File: src/rtl/rtclock_adj.sv
// Disciplined time-of-day counter {sec, nsec, frac} with a trimmable ns.frac rate,
// atomic time load, signed phase step and a pulse-per-second strobe.
module rtclock_adj #(
  parameter int C_SEC_WIDTH  = 48,
  parameter int C_NS_INC     = 8,
  parameter int C_FRAC_BITS  = 16,
  parameter int C_PPS_CYCLES = 4
) (
  input  logic                     clk,
  input  logic                     reset,
  input  logic                     set_wr,
  input  logic [C_SEC_WIDTH-1:0]   set_sec,
  input  logic [29:0]              set_nsec,
  input  logic                     adj_wr,
  input  logic [31:0]              adj_nsec,
  input  logic                     incr_wr,
  input  logic [8+C_FRAC_BITS-1:0] incr_val,
  output logic [C_SEC_WIDTH-1:0]   sec,
  output logic [29:0]              nsec,
  output logic [C_FRAC_BITS-1:0]   nsec_frac,
  output logic                     pps,
  output logic                     set_err
);

  localparam int IW = 8 + C_FRAC_BITS;
  localparam int CW = $clog2(C_PPS_CYCLES + 1);
  localparam logic signed [33:0] NS_PER_SEC = 34'sd1000000000;
  localparam logic [IW-1:0]      INC_RST    = IW'(C_NS_INC) << C_FRAC_BITS;
  localparam logic [29:0]        NS_LIMIT   = 30'd1000000000;

  // Folds a signed ns sum back into one second; {dir, ns} with dir 01=carry, 10=borrow.
  // A final clamp keeps nsec legal even for out-of-range phase steps.
  function automatic logic [31:0] norm_ns(input logic signed [33:0] s);
    logic signed [33:0] t;
    logic [1:0]         dir;
    t   = s;
    dir = 2'b00;
    if (s >= NS_PER_SEC) begin
      t   = s - NS_PER_SEC;
      dir = 2'b01;
    end else if (s < 34'sd0) begin
      t   = s + NS_PER_SEC;
      dir = 2'b10;
    end
    if (t >= NS_PER_SEC)    t = NS_PER_SEC - 34'sd1;
    else if (t < 34'sd0)    t = 34'sd0;
    return {dir, t[29:0]};
  endfunction

  logic [C_SEC_WIDTH-1:0] sec_q, sec_d;
  logic [29:0]            nsec_q, nsec_d;
  logic [C_FRAC_BITS-1:0] frac_q, frac_d;
  logic [IW-1:0]          inc_q, inc_d;
  logic [CW-1:0]          pps_cnt_q, pps_cnt_d;
  logic                   pps_q, pps_d;
  logic                   set_err_q, set_err_d;

  logic [C_FRAC_BITS:0]   frac_sum;
  logic signed [33:0]     ns_pre, adj_eff, ns_sum;
  logic [31:0]            norm;
  logic                   set_ok, carry;

  always_comb begin
    set_ok   = set_wr && (set_nsec < NS_LIMIT);
    frac_sum = {1'b0, frac_q} + {1'b0, inc_q[C_FRAC_BITS-1:0]};
    ns_pre   = 34'(nsec_q) + 34'(inc_q[IW-1:C_FRAC_BITS]) + 34'(frac_sum[C_FRAC_BITS]);
    adj_eff  = adj_wr ? {{2{adj_nsec[31]}}, adj_nsec} : 34'sd0;
    ns_sum   = ns_pre + adj_eff;
    norm     = norm_ns(ns_sum);

    sec_d  = sec_q;
    nsec_d = norm[29:0];
    frac_d = frac_sum[C_FRAC_BITS-1:0];
    carry  = 1'b0;
    if (set_ok) begin
      sec_d  = set_sec;
      nsec_d = set_nsec;
      frac_d = '0;
    end else if (norm[31:30] == 2'b01) begin
      sec_d  = sec_q + C_SEC_WIDTH'(1);
      carry  = 1'b1;
    end else if (norm[31:30] == 2'b10) begin
      sec_d  = sec_q - C_SEC_WIDTH'(1);
    end

    // A forward carry (re)starts the pulse; a load leaves a running pulse alone.
    if (carry)                pps_cnt_d = CW'(C_PPS_CYCLES);
    else if (pps_cnt_q != '0) pps_cnt_d = pps_cnt_q - CW'(1);
    else                      pps_cnt_d = pps_cnt_q;
    pps_d     = (pps_cnt_d != '0);
    set_err_d = set_wr && !set_ok;
    inc_d     = incr_wr ? incr_val : inc_q;
  end

  always_ff @(posedge clk) begin
    if (reset) begin
      sec_q     <= '0;
      nsec_q    <= '0;
      frac_q    <= '0;
      inc_q     <= INC_RST;
      pps_cnt_q <= '0;
      pps_q     <= 1'b0;
      set_err_q <= 1'b0;
    end else begin
      sec_q     <= sec_d;
      nsec_q    <= nsec_d;
      frac_q    <= frac_d;
      inc_q     <= inc_d;
      pps_cnt_q <= pps_cnt_d;
      pps_q     <= pps_d;
      set_err_q <= set_err_d;
    end
  end

  always_ff @(posedge clk) begin
    if (!reset) assert (nsec_q < NS_LIMIT);
  end

  assign sec       = sec_q;
  assign nsec      = nsec_q;
  assign nsec_frac = frac_q;
  assign pps       = pps_q;
  assign set_err   = set_err_q;

endmodule

File: config.mk
export PLATFORM = sky130hd
export DESIGN_NAME = rtclock_adj
export DESIGN_NICKNAME = d
export VERILOG_FILES = /design/src/rtl/rtclock_adj.sv
export SDC_FILE = /design/constraint.sdc
export NUM_CORES = 1
export LEC_CHECK = 0
export BUFFER_PORTS_ARGS = -buffer_cell sky130_fd_sc_hd__buf_2
export CAP_MARGIN = 5
export CORE_MARGIN = 3
export CORE_UTILIZATION = 59
export CTS_BUF_LIST = sky130_fd_sc_hd__clkbuf_4
export CTS_CLUSTER_SIZE = 28
export DETAILED_ROUTE_END_ITERATION = 6
export PLACE_DENSITY = 0.84
export SETUP_SLACK_MARGIN = 0.5
export SYNTH_ARGS = -nofsm -noshare
export SYNTH_HDL_FRONTEND = slang
export SYNTH_SLANG_ARGS = --single-unit
File: constraint.sdc
create_clock -name clk -period 14.89 [get_ports clk]
set_input_delay 4.467 -clock clk [delete_from_list [all_inputs] [get_ports clk]]
set_output_delay 4.467 -clock clk [all_outputs]
set_load 0.1 [all_outputs]
==> reports/results.txt <==
outcome: finished, final reports clean
CP Launch Type: flop
global-route wire length before repair: 60700 µm
chip width: 151 µm
sw power: 1260 µW
Gate Count Post-Synth: 1611
IO Pins: 235
fillers: 1733
root buffer cell: clkbuf_4
Placed Area: 0.0136 mm²
maximum fanout along the worst path: 45
WHS Endpoint: sec[25]
Cell Count, Final, Fillers Out: 2085
Final Hold Vio Count: 0
synthesized area per cell: 7.66 µm²
Worst path slowest cell: fa_1
DR WL/cell: 18.3 µm
initial drt markers: 1318
Die Footprint: 0.0227 mm²
CTS tree: done
global placer's final weighted congestion: 0.978
clock latency on the worst-skew pair: 600 ps
GR Overflow Total: 0
Max clock buf depth: 2
ANT nets after route: 0
final period utilization: 89.7%
Seq pwr share: 19.7%
pre-CTS setup slack: 1050 ps
synth warn: 0
post-synthesis sequential element count: 123
Clk pwr share: 12.2%
share of the synthesized area in the top cell type: 20.0%
worst path required time: 15370 ps
Synth Flop Type: dfxtp_1
Worst Hold Depth: 2
post-synthesis cell area: 0.0123 mm²
Placed Instances: 2044
RR Startpoint: nsec_frac[0]
Final nets: 2053
Port Buf Inserts: 234
Core Box Area: 0.0204 mm²
Synth Area in Compound Gates: 30.5%
Worst R2R Path Depth: 58
H-tree depth: 4
number of synthesized flops with an enable pin: 0
Die Y: 151 µm
Top cell by count, worst path: a21oi_1
Seq/Total Area, Yosys: 20.0%
most frequent cells after synthesis: 197 x nand2_1, 147 x nor2_1, 123 x dfxtp_1, 114 x a21oi_1, 111 x ha_1
slowest cell delay on critical path: 450 ps
Post-Syn Nets: 1866
Max IR drop VDD: 0.135 mV
DR pass1 iterations: 6
hold path start: sec[25]
final setup fails: 0
skew final: 26.8 ps
post-synth top area cell: dfxtp_1
Synth Area in Adders: 12.1%
DRT Wirelength: 38100 µm
internal power: 955 µW
count leader, synth: nand2_1
clock sink total: 123
Netlist cell types: 84
fin crit period: 13360 ps
largest family of logic cells by synthesized area: compound AO/OA/AOI/OAI gates
post-synthesis xor/xnor area fraction: 9.35%
number of max-cap violations: 0
combinational fraction of design power: 68.1%
final instance area: 0.0140 mm²
relative slew slack: 22.1%
switching fraction of total power: 56.8%
# hold bufs at CTS: 0
setup TNS: 0 ps
FMAX: 74.9 MHz
Crit Path Category: reg -> reg
Final WS setup: 1530 ps
Setup crit end kind: flop
layout cells sized above 1: 19.2%
Worst-path clk slew: 160 ps
Layout area overhead: 13.6%
worst slew pin tran: 1160 ps
fraction of synthesis flops using an asynchronous set or reset pin: 0%
DRC Markers: 0
Data arrival, critical path: 13840 ps
maximum number of pins on one net before global-route repair: 77
gr usage total: 32.6%
worst r2r dst: sec[47]
vias: 13100
Final HPWL DP: 29100 µm
num rows: 52
Min Hold Slack: 511 ps
RSZ-0062 raised after global routing: false
Worst Hold Class: reg -> reg
initial antenna violation count: 5
Num CTS Buffers: 17
r2r setup slk: 1530 ps
cell area power density: 158 mW/mm²
mux contribution to synthesized area: 2.19%
routed vias/inst: 6.31
via count of the first global-routing pass: 12200
initial core utilization: 60.6%
synth top area cells: dfxtp_1 20%, ha_1 11%, xnor2_1 6.2%
Pleak: 0.00640 µW
Simple-Gate Fraction of Synth Area: 21.6%
Slew Viols, Final: 0
==> power by group through the flow <==
stage	Sequential (µW)	Clock, µW	Combinational (µW)
2_1_floorplan	746	0	875
3_3_place_gp	440	0	1440
3_5_place_dp	441	0	1460
4_1_cts	434	271	1470
5_1_grt	441	286	1620
6_report	435	270	1510
==> layout by cell type (no fill, tap or decap), types with 23 or more instances in the layout <==
cell type and instances:
buf_2 234, nand2_1 196, nor2_1 146, dfxtp_1 123, a21oi_1 113, ha_1 111, xnor2_1 87, o21ai_0 60
and2_1 52, inv_1 46, a21o_1 43, nor3_1 38, xor2_1 36, a211oi_1 35, nand3_1 30, o21a_1 29
mux2i_1 27, o21bai_1 23, and3_1 23, a311oi_1 23
==> how the worst max path moves through the flow <==
stage	end	cells past startpoint	from	slack, ps
final	sec[47]	58	nsec_frac[0]	1530
after floorplan	sec[47]	58	nsec_frac[0]	1720
after global placement	sec[47]	57	nsec_frac[0]	1640
after detailed placement	sec[47]	57	nsec_frac[0]	1050
after CTS	sec[47]	57	nsec_frac[0]	960
after global routing	sec[47]	55	nsec_frac[0]	580
==> per-layer routing <==
layer | up-vias | track usage (%) | wire [µm]
li1 | 6305 | - | -
met1 | 6114 | 43.2 | 16100
met2 | 616 | 54.0 | 17900
met3 | 107 | 5.48 | 2960
met4 | 4 | 10.7 | 1150
met5 | - | 0 | 21
==> cell type report <==
class / instances / area (µm²) / share of cell area, %
Multi-Input combinational cell: 1361 / 9420 / 67.2
Sequential cell: 123 / 2460 / 17.6
Timing Repair Buffer: 249 / 1290 / 9.21
Tap cell: 270 / 338 / 2.41
Clock inverter: 15 / 196 / 1.40
Inverter: 46 / 173 / 1.23
Clock buffer: 17 / 128 / 0.911
Antenna cell: 4 / 10.0 / 0.0714
==> cells by family after synthesis <==
group / after synthesis
AND/OR/NAND/NOR: 565
AO/OA/AOI/OAI: 523
multiplexers: 27
flip-flops: 123
buffers and inverters: 127
adder cells (fa/ha/maj): 116
XOR/XNOR: 130
==> worst max-delay path, delay by kind of cell (launching register included) <==
kind	cells	cell delay [ps]
buffers and inverters	2	520
xor gates and xnor gates	2	360
DFF	1	330
and+or+nand+nor	14	2630
AOI/OAI and AO/OA	34	7160
adders and majority gates	6	2240
==> registers in the layout, summed over array words and instances (netlist names) <==
signal     flops
inc_q         24
nsec          30
nsec_frac     16
pps            1
pps_cnt_q      3
sec           48
set_err        1
==> per-stage QoR <==
step	utilization, %	power [µW]
detailed placement	66.7	1900
finish	68.8	2210
global placement	66.7	1880
floorplan	-	1620
CTS	68.3	2180
global route	68.8	2350
==> what timing repair did <==
item                                    in CTS  in global routing
buffers inserted                             0                  5
endpoints found under the setup margin       0                 18
resized for setup                            0                 13
Power figures use the tool's default switching activity.
